File: config.mk
export PLATFORM = sky130hd
export DESIGN_NAME = regfile_seq_ctrl_flat
export DESIGN_NICKNAME = d
export VERILOG_FILES = /design/src/rtl/regfile_seq_pkg.sv /design/src/rtl/regfile_seq_ctrl_if.sv /design/src/rtl/regfile_seq_ctrl_alu4.sv /design/src/rtl/regfile_seq_ctrl.sv /design/src/flat_wrapper.sv
export SDC_FILE = /design/constraint.sdc
export NUM_CORES = 1
export LEC_CHECK = 0
export CORE_UTILIZATION = 46
export DETAILED_ROUTE_END_ITERATION = 6
export GPL_TIMING_DRIVEN = 1
export PLACE_DENSITY = 0.84
export SETUP_SLACK_MARGIN = 0.15
export SLEW_MARGIN = 15
export SYNTH_ARGS = -nofsm -noshare
export SYNTH_HDL_FRONTEND = slang
export SYNTH_SLANG_ARGS = --single-unit
File: constraint.sdc
create_clock -name clk_i -period 1.9 [get_ports clk_i]
set_clock_uncertainty 0.2 [all_clocks]
set_input_delay 0.285 -clock clk_i [delete_from_list [all_inputs] [get_ports clk_i]]
set_output_delay 0.285 -clock clk_i [all_outputs]
set_load 0.02 [all_outputs]
File: src/rtl/regfile_seq_pkg.sv
// rtl/regfile_seq_pkg.sv - shared opcodes, FSM states and instruction field positions
package regfile_seq_pkg;

    localparam int INSTR_W = 12;
    localparam int OP_HI   = 11;
    localparam int OP_LO   = 9;
    localparam int RD_HI   = 8;
    localparam int RD_LO   = 6;
    localparam int RP_HI   = 5;
    localparam int RP_LO   = 3;
    localparam int RQ_HI   = 2;
    localparam int RQ_LO   = 0;
    localparam int IMM_HI  = 3;
    localparam int IMM_LO  = 0;

    typedef enum logic [2:0] {
        OP_NOP = 3'd0,
        OP_LDI = 3'd1,
        OP_MOV = 3'd2,
        OP_ADD = 3'd3,
        OP_SUB = 3'd4,
        OP_AND = 3'd5,
        OP_OR  = 3'd6,
        OP_OUT = 3'd7
    } op_e;

    typedef enum logic [1:0] {
        S_IDLE  = 2'd0,
        S_READ  = 2'd1,
        S_EXEC  = 2'd2,
        S_WRITE = 2'd3
    } state_e;

    function automatic logic op_writes(input op_e op);
        return (op != OP_NOP) && (op != OP_OUT);
    endfunction

endpackage

File: src/rtl/regfile_seq_ctrl_if.sv
// rtl/regfile_seq_ctrl_if.sv - instruction handshake and register file port bundle
interface regfile_seq_ctrl_if #(
    parameter int DATA_W = 4,
    parameter int ADDR_W = 3
);
    import regfile_seq_pkg::*;

    logic [INSTR_W-1:0] instr;
    logic               instr_valid;
    logic               instr_ready;
    logic [ADDR_W-1:0]  rp;
    logic [ADDR_W-1:0]  rq;
    logic [DATA_W-1:0]  datap;
    logic [DATA_W-1:0]  dataq;
    logic [ADDR_W-1:0]  wa;
    logic [DATA_W-1:0]  ld_data;
    logic               wr;
    logic [DATA_W-1:0]  result;
    logic               flag_z;
    logic               flag_c;
    logic               done;

    // Instruction source plus register file side
    modport master (
        output instr, instr_valid, datap, dataq,
        input  instr_ready, rp, rq, wa, ld_data, wr, result, flag_z, flag_c, done
    );

    // Sequencer side
    modport slave (
        input  instr, instr_valid, datap, dataq,
        output instr_ready, rp, rq, wa, ld_data, wr, result, flag_z, flag_c, done
    );

endinterface

File: src/rtl/regfile_seq_ctrl_alu4.sv
// rtl/regfile_seq_ctrl_alu4.sv - combinational ALU for the register file sequencer
module alu4
    import regfile_seq_pkg::*;
#(
    parameter int DATA_W = 4
) (
    input  op_e              op_i,
    input  logic [DATA_W-1:0] a_i,
    input  logic [DATA_W-1:0] b_i,
    input  logic [DATA_W-1:0] imm_i,
    output logic [DATA_W-1:0] y_o,
    output logic              c_o
);

    logic [DATA_W:0] sum;
    logic [DATA_W:0] diff;

    assign sum  = {1'b0, a_i} + {1'b0, b_i};
    assign diff = {1'b0, a_i} - {1'b0, b_i};

    always_comb begin
        y_o = '0;
        c_o = 1'b0;
        case (op_i)
            OP_LDI: y_o = imm_i;
            OP_MOV: y_o = a_i;
            OP_ADD: begin
                y_o = sum[DATA_W-1:0];
                c_o = sum[DATA_W];
            end
            // Borrow out of the extended subtraction is exactly a < b unsigned
            OP_SUB: begin
                y_o = diff[DATA_W-1:0];
                c_o = diff[DATA_W];
            end
            OP_AND: y_o = a_i & b_i;
            OP_OR:  y_o = a_i | b_i;
            OP_OUT: y_o = a_i;
            default: begin
                y_o = '0;
                c_o = 1'b0;
            end
        endcase
    end

endmodule

File: src/rtl/regfile_seq_ctrl.sv
// rtl/regfile_seq_ctrl.sv - four-phase micro-instruction sequencer for the 8x4 register file
module regfile_seq_ctrl
    import regfile_seq_pkg::*;
#(
    parameter int DATA_W = 4,
    parameter int ADDR_W = 3
) (
    input logic               clk_i,
    input logic               rst_i,
    regfile_seq_ctrl_if.slave bus
);

    state_e             state_q;
    logic [INSTR_W-1:0] ir_q;
    logic [DATA_W-1:0]  opp_q;
    logic [DATA_W-1:0]  opq_q;
    logic [ADDR_W-1:0]  rp_q;
    logic [ADDR_W-1:0]  rq_q;
    logic [ADDR_W-1:0]  wa_q;
    logic [DATA_W-1:0]  ld_data_q;
    logic               wr_q;
    logic [DATA_W-1:0]  result_q;
    logic               flag_z_q;
    logic               flag_c_q;
    logic               done_q;
    logic               ready_q;

    op_e                ir_op;
    logic [DATA_W-1:0]  alu_y;
    logic               alu_c;

    assign ir_op = op_e'(ir_q[OP_HI:OP_LO]);

    alu4 #(
        .DATA_W (DATA_W)
    ) u_alu (
        .op_i  (ir_op),
        .a_i   (opp_q),
        .b_i   (opq_q),
        .imm_i (ir_q[IMM_HI:IMM_LO]),
        .y_o   (alu_y),
        .c_o   (alu_c)
    );

    always_ff @(posedge clk_i) begin
        if (rst_i) begin
            state_q   <= S_IDLE;
            ir_q      <= '0;
            opp_q     <= '0;
            opq_q     <= '0;
            rp_q      <= '0;
            rq_q      <= '0;
            wa_q      <= '0;
            ld_data_q <= '0;
            wr_q      <= 1'b0;
            result_q  <= '0;
            flag_z_q  <= 1'b1;
            flag_c_q  <= 1'b0;
            done_q    <= 1'b0;
            ready_q   <= 1'b1;
        end else begin
            case (state_q)
                S_IDLE: begin
                    // Read selects are loaded here so they are stable for all of READ
                    if (bus.instr_valid && ready_q) begin
                        ir_q    <= bus.instr;
                        rp_q    <= bus.instr[RP_HI:RP_LO];
                        rq_q    <= bus.instr[RQ_HI:RQ_LO];
                        ready_q <= 1'b0;
                        state_q <= S_READ;
                    end
                end
                S_READ: begin
                    opp_q   <= bus.datap;
                    opq_q   <= bus.dataq;
                    state_q <= S_EXEC;
                end
                S_EXEC: begin
                    if (ir_op != OP_NOP) begin
                        result_q <= alu_y;
                        flag_z_q <= (alu_y == '0);
                        flag_c_q <= alu_c;
                    end
                    // NOP keeps RESULT, so write data mirrors the held value
                    wa_q      <= ir_q[RD_HI:RD_LO];
                    ld_data_q <= (ir_op == OP_NOP) ? result_q : alu_y;
                    wr_q      <= op_writes(ir_op);
                    done_q    <= 1'b1;
                    state_q   <= S_WRITE;
                end
                S_WRITE: begin
                    wr_q    <= 1'b0;
                    done_q  <= 1'b0;
                    ready_q <= 1'b1;
                    state_q <= S_IDLE;
                end
                default: begin
                    wr_q    <= 1'b0;
                    done_q  <= 1'b0;
                    ready_q <= 1'b1;
                    state_q <= S_IDLE;
                end
            endcase
        end
    end

    assign bus.instr_ready = ready_q;
    assign bus.rp          = rp_q;
    assign bus.rq          = rq_q;
    assign bus.wa          = wa_q;
    assign bus.ld_data     = ld_data_q;
    assign bus.wr          = wr_q;
    assign bus.result      = result_q;
    assign bus.flag_z      = flag_z_q;
    assign bus.flag_c      = flag_c_q;
    assign bus.done        = done_q;

endmodule

File: src/flat_wrapper.sv
// flat-port wrapper written by rule: the top's interface ports become plain ports
module regfile_seq_ctrl_flat import regfile_seq_pkg::*;
#(
    parameter int DATA_W = 4,
    parameter int ADDR_W = 3
)
  (clk_i, rst_i, bus_instr, bus_instr_valid, bus_datap, bus_dataq, bus_instr_ready, bus_rp, bus_rq, bus_wa, bus_ld_data, bus_wr, bus_result, bus_flag_z, bus_flag_c, bus_done);
  regfile_seq_ctrl_if #(.DATA_W(DATA_W), .ADDR_W(ADDR_W)) bus_i ();
  input logic clk_i;
  input logic rst_i;
  input wire logic [$bits(bus_i.instr)-1:0] bus_instr;
  input wire logic [$bits(bus_i.instr_valid)-1:0] bus_instr_valid;
  input wire logic [$bits(bus_i.datap)-1:0] bus_datap;
  input wire logic [$bits(bus_i.dataq)-1:0] bus_dataq;
  output wire logic [$bits(bus_i.instr_ready)-1:0] bus_instr_ready;
  output wire logic [$bits(bus_i.rp)-1:0] bus_rp;
  output wire logic [$bits(bus_i.rq)-1:0] bus_rq;
  output wire logic [$bits(bus_i.wa)-1:0] bus_wa;
  output wire logic [$bits(bus_i.ld_data)-1:0] bus_ld_data;
  output wire logic [$bits(bus_i.wr)-1:0] bus_wr;
  output wire logic [$bits(bus_i.result)-1:0] bus_result;
  output wire logic [$bits(bus_i.flag_z)-1:0] bus_flag_z;
  output wire logic [$bits(bus_i.flag_c)-1:0] bus_flag_c;
  output wire logic [$bits(bus_i.done)-1:0] bus_done;
  assign bus_i.instr = bus_instr;
  assign bus_i.instr_valid = bus_instr_valid;
  assign bus_i.datap = bus_datap;
  assign bus_i.dataq = bus_dataq;
  assign bus_instr_ready = bus_i.instr_ready;
  assign bus_rp = bus_i.rp;
  assign bus_rq = bus_i.rq;
  assign bus_wa = bus_i.wa;
  assign bus_ld_data = bus_i.ld_data;
  assign bus_wr = bus_i.wr;
  assign bus_result = bus_i.result;
  assign bus_flag_z = bus_i.flag_z;
  assign bus_flag_c = bus_i.flag_c;
  assign bus_done = bus_i.done;
  regfile_seq_ctrl #(.DATA_W(DATA_W), .ADDR_W(ADDR_W)) u_core (.clk_i(clk_i), .rst_i(rst_i), .bus(bus_i));
endmodule
==> impl_metrics.tcl <==
set metrics [dict create \
    endpoint_kind "register" \
    layout.cells.non_filler 361 \
    clock_tree.root_cell "clkbuf_8" \
    layout-drive-gt1-share 0.262 \
    synthTopCellsByArea "dfxtp_1 36%, ha_1 9.4%, mux2i_1 6.6%, nand2_1 5.5%, nor2_1 5.5%" \
    worst-path-buf-inv 1 \
    insertion_delay_ns 0.30 \
    synth_area_um2 2130 \
    p_sw_w 0.00141 \
    ys_ff_latch 38 \
    worst_slew_pin_slew_ns 0.416 \
    synthArstFlopShare 0 \
    drt-vias-per-instance 5.31 \
    yosysUniqueCellTypes 51 \
    synth_common_cells "38 x dfxtp_1, 31 x nand2_1, 31 x nor2_1" \
    ant_nets 0 \
    synth.most_common_cell "dfxtp_1" \
    slew_violations 0 \
    drv_cap 0 \
    die_width_um 70.1 \
    seq_area_frac_synth 0.356 \
    critical-path-slowest-cell "dfxtp_4" \
    antenna_found_initial 0 \
    failed_checks "setup timing" \
    grt_util_all_layers 0.211 \
    rsz0062_at_grt "yes" \
    p_int_w 0.00213 \
    grt_max_degree 27 \
    multi_input_area_um2 1370 \
    final_core_util 0.699 \
    cts_tree "done" \
    min_path_type "reg -> reg" \
    dpl.hpwl_um 3650 \
    numPortBuffers 44 \
    areaGrowthSynthToFinish_pct 44.5 \
    die_y_um 70.1 \
    fin_crit_sh 1.11 \
    synth_edf_count 0 \
    gp_congestion 0.965 \
    first_pass_iters 4 \
    clk_path_buf_depth 2 \
    hold_viol 0 \
    synth_nets 286 \
    sequentialPowerShare 0.320 \
    n_antenna_cell 0 \
    drt_iter0_markers 91 \
    wl_per_cell_um 13.9 \
    pwr-share-clk 0.167 \
    period_needed_ns 2.10 \
    drc 0 \
    cp_max_fo 4 \
    grt_pass1_wl_um 8190 \
    setup_ws_ns -0.203 \
    die_area_um2 4920 \
    cpPeakStageDelay_ns 0.39 \
    p_leak_nw 1.37 \
    fin_area_um2 3080 \
    hold_ws_ns 0.257 \
    overflow 0 \
    max_freq_mhz 475 \
    dpl-instance-area_um2 2800 \
    rows 24 \
    critPathKind "reg -> reg" \
    htree_levels 2 \
    swShare 0.398 \
    synth.avg_cell_area_um2 8.71 \
    cp.required_ns 1.89 \
    wl_um 5020 \
    comb_power_share 0.513 \
    initial_core_util 0.484 \
    yosysTopAreaCell "dfxtp_1" \
    crit_path_cell_trace "ha_4, inv_2, fa_2, xor2_1, o21ai_1, and4bb_4, and3_1, a31o_1" \
    finalSetupTns_ns -0.637 \
    dpl.cell_count 350 \
    path_clk_slew_ns 0.07 \
    clkSinkCount 38 \
    finalNetCount 349 \
    cp_top_family "adder cells" \
    power.density_nw_per_um2 1150 \
    relSlewSlack 0.721 \
    vdd_drop_max_mv 0.555 \
    fill_cells 341 \
    grt_pass1_vias 1764 \
    synth_cells 245 \
    ioPinCount 45 \
    yosys_warnings 0 \
    worstSetupStartpointType "register" \
    cts_buffers 5 \
    core_area_um2 4410 \
    synth.top_cell.area_share 0.356 \
    synthFlopType "dfxtp_1" \
    setup_violations 6 \
    status "finished, violations left" \
    arrival_ns 2.10 \
    seq_area_um2 773 \
    vias 1917 \
]
[worst paths after layout]
check / start / end / slack, ns / cells past startpoint
worst max-delay path: u_core.opp_q[0] / u_core.bus.flag_z / -0.20 / 8
worst min register to register: u_core.ir_q[5] / u_core.ir_q[5] / 0.26 / 2
worst min-delay path: u_core.ir_q[5] / u_core.ir_q[5] / 0.26 / 2
worst max register to register: u_core.opp_q[0] / u_core.bus.flag_z / -0.20 / 8
[layer usage]
layer	up-vias	GRT usage	routed length (um)
met3	7	0.0491	214
met2	46	0.356	2460
met4	0	0.0778	61
met5	-	0	0
li1	952	-	-
met1	912	0.261	2280
[layout by cell type, fill, tap and decap left out, drive strengths merged, types with 2 or more instances in the layout]
| cell type | netlist | routed |
|---|---|---|
| dfxtp | 38 | 38 |
| nor2 | 32 | 32 |
| nand2 | 31 | 31 |
| buf | 11 | 30 |
| clkdlybuf4s50 | 0 | 24 |
| a21oi | 19 | 19 |
| ha | 16 | 16 |
| inv | 15 | 16 |
| mux2i | 14 | 14 |
| dlymetal6s2s | 0 | 11 |
| dlygate4sd2 | 0 | 9 |
| o21ai | 7 | 7 |
| clkbuf | 7 | 6 |
| nor3 | 5 | 5 |
| nand2b | 4 | 4 |
| a211oi | 4 | 4 |
| a311oi | 4 | 4 |
| xor2 | 3 | 3 |
| and3 | 3 | 3 |
| nand3b | 2 | 2 |
| xnor2 | 2 | 2 |
| o21a | 2 | 2 |
| fa | 2 | 2 |
| nand3 | 2 | 2 |
| o22ai | 2 | 2 |
| a221oi | 2 | 2 |
| a31o | 2 | 2 |
[layout make-up]
class	count	share of cell area
multi-input cells	174	0.443
clock buffers	6	0.0268
clock inverters	2	0.00365
well taps	52	0.0211
flip-flops and latches	38	0.251
repair buffers	74	0.234
inverters	15	0.0207
[what timing repair did]
item / CTS / global route
pin swaps: 15 / 6
hold buffers: 0 / 0
setup buffers: 2 / 1
setup endpoints to repair: 20 / 33
resized for setup: 37 / 16
[state kept, by name, summed over array words and instances (netlist names), 3 cells and up]
register,count
u_core.opq_q,4
u_core.opp_q,4
u_core.bus.ld_data,4
u_core.bus.wa,3
u_core.ir_q,8
u_core.bus.result,4
[cells by family (layout without fill, tap and decap cells)]
logic type | after synthesis | count (layout) | share of synthesized area
buffers and inverters | 33 | 97 | 0.0809
xor gates and xnor gates | 5 | 5 | 0.0240
muxes | 15 | 15 | 0.0727
and+or+nand+nor | 87 | 87 | 0.191
adders and majority gates | 18 | 18 | 0.113
DFF | 38 | 38 | 0.356
AOI/OAI and AO/OA | 49 | 49 | 0.162
[worst register-to-register path, cell delays in order, from the launching register on]
cell	delay [ns]
dfxtp_4	0.39
ha_4	0.14
inv_2	0.04
fa_2	0.37
xor2_1	0.15
o21ai_1	0.13
and4bb_4	0.22
and3_1	0.16
a31o_1	0.21
[power groups by stage]
stage	sequential, W	combinational, W	clock [W]
detailed placement	0.00114	0.00163	0
finish	0.00113	0.00182	0.000590
CTS	0.00113	0.00177	0.000596
floorplan	0.00120	0.00103	0
global placement	0.00113	0.00159	0
global route	0.00116	0.00199	0.000640
[per-stage QoR]
stage               setup slack (ns)  total power (W)
floorplan                     -0.137          0.00222
global placement              -0.153          0.00272
detailed placement            -0.212          0.00277
CTS                           -0.198          0.00349
global route                  -0.304          0.00378
finish                        -0.203          0.00354
(Power assumes the default switching activity.)
